===== config.mk =====
export PLATFORM = sky130hd
export DESIGN_NAME = sprite_ram_loader
export DESIGN_NICKNAME = d
export VERILOG_FILES = /design/src/rtl/sprite_ram_loader.sv
export SDC_FILE = /design/constraint.sdc
export NUM_CORES = 1
export LEC_CHECK = 0
export BUFFER_PORTS_ARGS = -buffer_cell sky130_fd_sc_hd__buf_2
export CAP_MARGIN = 20
export CORE_UTILIZATION = 54
export CTS_BUF_LIST = sky130_fd_sc_hd__clkbuf_8
export DETAILED_ROUTE_END_ITERATION = 8
export PLACE_DENSITY = 0.79
export SKIP_CTS_REPAIR_TIMING = 1
export SLEW_MARGIN = 20
export SYNTH_ARGS = -nofsm -noshare
export SYNTH_HDL_FRONTEND = slang
export SYNTH_SLANG_ARGS = --single-unit

===== constraint.sdc =====
create_clock -name clk -period 2.2 [get_ports clk]
set_input_delay 0.44 -clock clk [delete_from_list [all_inputs] [get_ports clk]]
set_output_delay 0.44 -clock clk [all_outputs]
set_load 0.005 [all_outputs]

===== src/rtl/sprite_ram_loader.sv =====
// Sprite RAM loader: takes a raster-ordered pixel stream over valid/ready and
// writes it into the 64x64 (by default) sprite RAM, one registered write per
// accepted beat, address packed {row, col} to match the VGA read path.
module sprite_ram_loader #(
  parameter int DATA_W    = 8,
  parameter int SIDE_BITS = 6
) (
  input  logic                   clk,
  input  logic                   rst,
  input  logic                   start,
  input  logic                   abort,
  input  logic                   in_valid,
  input  logic [DATA_W-1:0]      in_data,
  output logic                   in_ready,
  output logic                   wr_en,
  output logic [2*SIDE_BITS-1:0] wr_addr,
  output logic [DATA_W-1:0]      wr_data,
  output logic                   busy,
  output logic                   done,
  output logic                   aborted
);

  localparam int AW = 2*SIDE_BITS;
  localparam logic [SIDE_BITS-1:0] CNT_ONE = 1;

  typedef enum logic {IDLE = 1'b0, LOAD = 1'b1} state_e;

  state_e                state_q, state_d;
  logic [SIDE_BITS-1:0]  row_q, row_d;
  logic [SIDE_BITS-1:0]  col_q, col_d;
  logic                  wr_en_q, wr_en_d;
  logic [AW-1:0]         wr_addr_q, wr_addr_d;
  logic [DATA_W-1:0]     wr_data_q, wr_data_d;
  logic                  done_q, done_d;
  logic                  aborted_q, aborted_d;
  logic                  accept;
  logic                  last_beat;

  // Handshake, counter advance and next-state logic; the write port is a
  // one-stage register stage behind the accept.
  always_comb begin
    busy      = (state_q == LOAD);
    // abort blocks the handshake so no beat slips in during the cancel cycle
    in_ready  = busy & ~abort;
    accept    = in_valid & in_ready;
    last_beat = (row_q == '1) && (col_q == '1);

    state_d   = state_q;
    row_d     = row_q;
    col_d     = col_q;
    wr_en_d   = accept;
    wr_addr_d = wr_addr_q;
    wr_data_d = wr_data_q;
    done_d    = accept & last_beat;
    aborted_d = 1'b0;

    if (accept) begin
      wr_addr_d = {row_q, col_q};
      wr_data_d = in_data;
    end

    case (state_q)
      IDLE: begin
        // abort is meaningless here, so start wins even if both are high
        if (start) begin
          state_d = LOAD;
          row_d   = '0;
          col_d   = '0;
        end
      end
      LOAD: begin
        if (abort) begin
          state_d   = IDLE;
          aborted_d = 1'b1;
        end else if (accept) begin
          col_d = col_q + CNT_ONE;
          if (col_q == '1) row_d = row_q + CNT_ONE;
          if (last_beat) state_d = IDLE;
        end
      end
      default: state_d = IDLE;
    endcase
  end

  // State and write-port registers; reset drops any pending write.
  always_ff @(posedge clk or posedge rst) begin
    if (rst) begin
      state_q   <= IDLE;
      row_q     <= '0;
      col_q     <= '0;
      wr_en_q   <= 1'b0;
      wr_addr_q <= '0;
      wr_data_q <= '0;
      done_q    <= 1'b0;
      aborted_q <= 1'b0;
    end else begin
      state_q   <= state_d;
      row_q     <= row_d;
      col_q     <= col_d;
      wr_en_q   <= wr_en_d;
      wr_addr_q <= wr_addr_d;
      wr_data_q <= wr_data_d;
      done_q    <= done_d;
      aborted_q <= aborted_d;
    end
  end

  assign wr_en   = wr_en_q;
  assign wr_addr = wr_addr_q;
  assign wr_data = wr_data_q;
  assign done    = done_q;
  assign aborted = aborted_q;

endmodule

# Yosys cells after proc, flatten, opt, wreduce, memory -nomap -nowiden
# Cells that the tools add are included.
# totals
inputBits,13
ram_bits,0
reg_bits,36
rom_bits,0
latchBits,0
n_memories,0
# classes
bitwise_logic,5
shift,0
order_cmp,0
n_addsub,2
div,0
reduce_logical,3
eq_ne,6
mux,15
multipliers,0
# op_table
operator,count
$mux W6,6
$pmux W6 S2,2
$add A6 B1 Y6 const B,2
$eq A6 B6 Y1 const B,2
$mux W1,6
$ne A2 B1 Y1 const B,2
$ne A2 B2 Y1 const B,2
$reduce_and A4 Y1,1
$and A1 B1 Y1,3
$reduce_and A3 Y1,1
$not A1 Y1,2
$pmux W1 S2,1
$logic_and A1 B1 Y1,1

# Longest topological paths before layout
# logic_depth
depth_word,6
mapped_depth,6
ltp_nobuf,5

# Worst setup path before layout
# No wires, ideal clock.
# synth_timing
kind,register to register
from,register col_q[0]
to,register row_q[5]
setup_slack_ns,0.535
t_required_ns,2.068
synth_period_minus_slack_ns,1.665
t_arrival_ns,1.533
path_stages_with_launch,7
path_cell_list,dfrtp_1 > ha_1 > nand4_2 > or3_1 > buf_6 > o311ai_2 > nand3_1
# synth_between
elab_chain_len,3
# synth_lines
element,line,rtl
from (decl),30,"logic [SIDE_BITS-1:0] col_q, col_d;"
from (signal assigned),99,col_q <= col_d;
$eq A6 B6 Y1,77,if (col_q == '1) row_d = row_q + CNT_ONE;
$ne A2 B1 Y1 (no source line),--,
$reduce_and A4 Y1 (no source line),--,
to (signal assigned),98,row_q <= row_d;
to (decl),29,"logic [SIDE_BITS-1:0] row_q, row_d;"
# Every way passes these cells.
# A chain may end at the register's enable or synchronous reset.

# Worst setup path in the final report
# Ends and elaborated chain as after synthesis.

==> key figures <==
Worst setup path
  – R2R cell count: 5
  – R2r endpoint: row_q[5]
  – Slack of the worst reg-to-reg path: 360 ps
  – Crit Path Max Fanout: 10
  – Crit end category: flop
  – Kind of critical path: flop to flop
  – Arr. time, crit path: 2010 ps
  – Worst EP required: 2360 ps
  – Critical R2R Launch: col_q[0]
  – Startpoint class of the critical path: flop

Layout
  – Final Core Density: 71.0%
  – # nets final: 222
  – Layout cells sized above 1: 25.1%
  – Antenna diode count: 0
  – Finished Cell Area: 0.00184 mm2
  – Most frequent cells in the layout: nand2_1 (70), buf_2 (37), dfrtp_1 (36), nand3_1 (10), inv_1 (6)
  – Most common cell after layout, fill and taps aside: nand2_1
  – Synth-to-Final Area Change: 19.8%

Die
  – Die area: 0.00306 mm2
  – Top Ports: 38
  – Starting Density: 59.2%
  – Row count: 18
  – Core ar.: 0.00259 mm2
  – Die X: 55.3 um
  – Die Y: 55.3 um

STA
  – Clock period minus worst slack: 1840 ps
  – RSZ-0062 raised after global routing: false
  – F_max: 542 MHz
  – Clock Skew: 1.59 ps
  – Max-slew violation count: 0
  – Final worst slack: 356 ps
  – Worst-margin pin slew: 449 ps
  – Final hold vios: 0
  – Setup TNS Final: 0 ps
  – Period utilization: 83.8%
  – Relative slew slack: 69.8%
  – Final setup viols: 0

Power and ir drop
  – Max IR drop VDD: 0.661 mV
  – Comb pwr share: 12.9%
  – LEAKAGE: 0.00104 uW
  – Pwr dens: 742 mW/mm2
  – Switching Fraction: 25.9%
  – Switch Pwr: 354 uW
  – Sequential share of power: 55.8%
  – Clock network fraction of total power: 31.3%
  – Int Pwr: 1010 uW

Synth
  – Register bit total from synthesis: 36
  – Avg Cell Area, Syn: 9.35 um2
  – Synthesized cell area: 0.00153 mm2
  – Ys flop type: dfrtp_1
  – Cell taking the most area after synthesis: dfrtp_1
  – Mapped Cells: 164
  – Synth cell types: 30
  – Top-area cell type share of the netlist area: 58.7%
  – Post-synthesis sequential area ratio: 58.7%
  – Async S/R FF share, synth: 100%
  – Syn nets: 179
  – Ys Warns: 0
  – Synth area leaders: dfrtp_1 (59%), nand2_1 (17%), nand3_1 (3.3%), ha_1 (1.6%), o21ai_0 (1.6%)
  – EDFF count, synth: 0

Global route
  – First-pass GRT wire length: 5300 um
  – Initial antenna violation count: 0
  – GRT Overall Usage: 22.6%
  – Gr ovfl total: 0
  – Largest net degree at the start of global routing: 37
  – Vias in the first global route: 1,214

Clock network
  – Clk_lat worst skew: 290 ps
  – Clock root buffer: clkbuf_8
  – Num CTS Buffers: 5
  – H-tree Lvls: 2
  – Worst-path clk slew: 70 ps
  – CTS tree: yes
  – Maximum root-to-sink buffer count: 2
  – Sink Count: 36

Drt
  – ANT nets after route: 0
  – Remaining DRCs: 0
  – DR pass1 iterations: 4
  – Vias per cell: 5.21
  – Routed via count: 1,235
  – Wire per inst: 12.8 um
  – First-iteration detailed-routing DRC count: 19
  – Drt total wl: 3030 um

Run status
  – Status: completed

Placement
  – Area after DPL: 0.00176 mm2
  – Place WS: 364 ps
  – Gpl congestion: 0.847
  – HPWL Detailed: 2190 um
  – Port-buffer cells: 37

Flow run
  – Maxcap violations: 0

Worst hold path
  – Class of the worst hold path: primary input to asynchronous set/reset pin
## worst max-delay path by stage
stage	from	end	slack, ps	cells past startpoint
after floorplan	col_q[0]	row_q[5]	540	6
after global placement	abort	row_q[5]	440	5
after detailed placement	col_q[0]	row_q[5]	360	5
after CTS	col_q[0]	row_q[5]	350	5
after global routing	col_q[0]	row_q[5]	300	5
final	col_q[0]	row_q[5]	360	5
## Yosys cell counts (all sizes together), types with 2 or more instances
master and instances:
ha 2, dfrtp 36, nor3 3, nand2 70
clkbuf 3, nand3b 3, o21ai 5, a21oi 3
buf 3, or3 3, nand3 10, inv 5
o311ai 2, nor2 4
## flip-flops by register name, summed over array words and instances (netlist names)
signal / count
aborted: 1
busy: 1
col_q: 6
done: 1
row_q: 6
wr_addr: 12
wr_data: 8
wr_en: 1
## cells by family after synthesis
| logic type | share of synthesized area, % |
|---|---|
| adder cells (fa/ha/maj) | 1.63 |
| AND/OR/NAND/NOR | 29.3 |
| AO/OA/AOI/OAI | 5.79 |
| flip-flops | 58.7 |
| XOR/XNOR | 1.14 |
| buffers and inverters | 3.43 |
## worst max-delay path, cell delays in order (launching register included)
cell	delay [ps]
dfrtp_1	400
ha_1	210
nand4_2	140
or3_1	530
o311ai_2	340
nand3_1	100
## layer usage
metal	vias up	track usage [%]	share of wire, %
met5	-	0	0
met4	0	12.1	1.5
met3	5	4.92	6.4
met2	43	39.1	50
met1	566	26.0	42
li1	621	-	-
## power by group through the flow
| stage | clock network [uW] | logic (uW) | registers, uW |
|---|---|---|---|
| floorplan | 0 | 91.7 | 770 |
| detailed placement | 0 | 179 | 774 |
| CTS | 440 | 180 | 762 |
| global route | 461 | 200 | 770 |
| finish | 427 | 176 | 762 |
| global placement | 0 | 175 | 769 |
## stage by stage
stage                     cells  power, uW  hold WS (ps)
after global routing        237       1430           281
after global placement      230        943           452
after CTS                   237       1380           250
final                       237       1360           236
after detailed placement    230        953           458
after floorplan             164        861           470
## cell type report
| class | instances | area, um2 |
|---|---|---|
| Timing Repair Buffer | 42 | 223 |
| Inverter | 5 | 18.8 |
| Sequential cell | 36 | 901 |
| Fill cell | 205 | 752 |
| Clock inverter | 2 | 8.76 |
| Clock buffer | 5 | 68.8 |
| Multi-Input combinational cell | 117 | 581 |
| Tap cell | 30 | 37.5 |
Power figures use the tool's default switching activity.
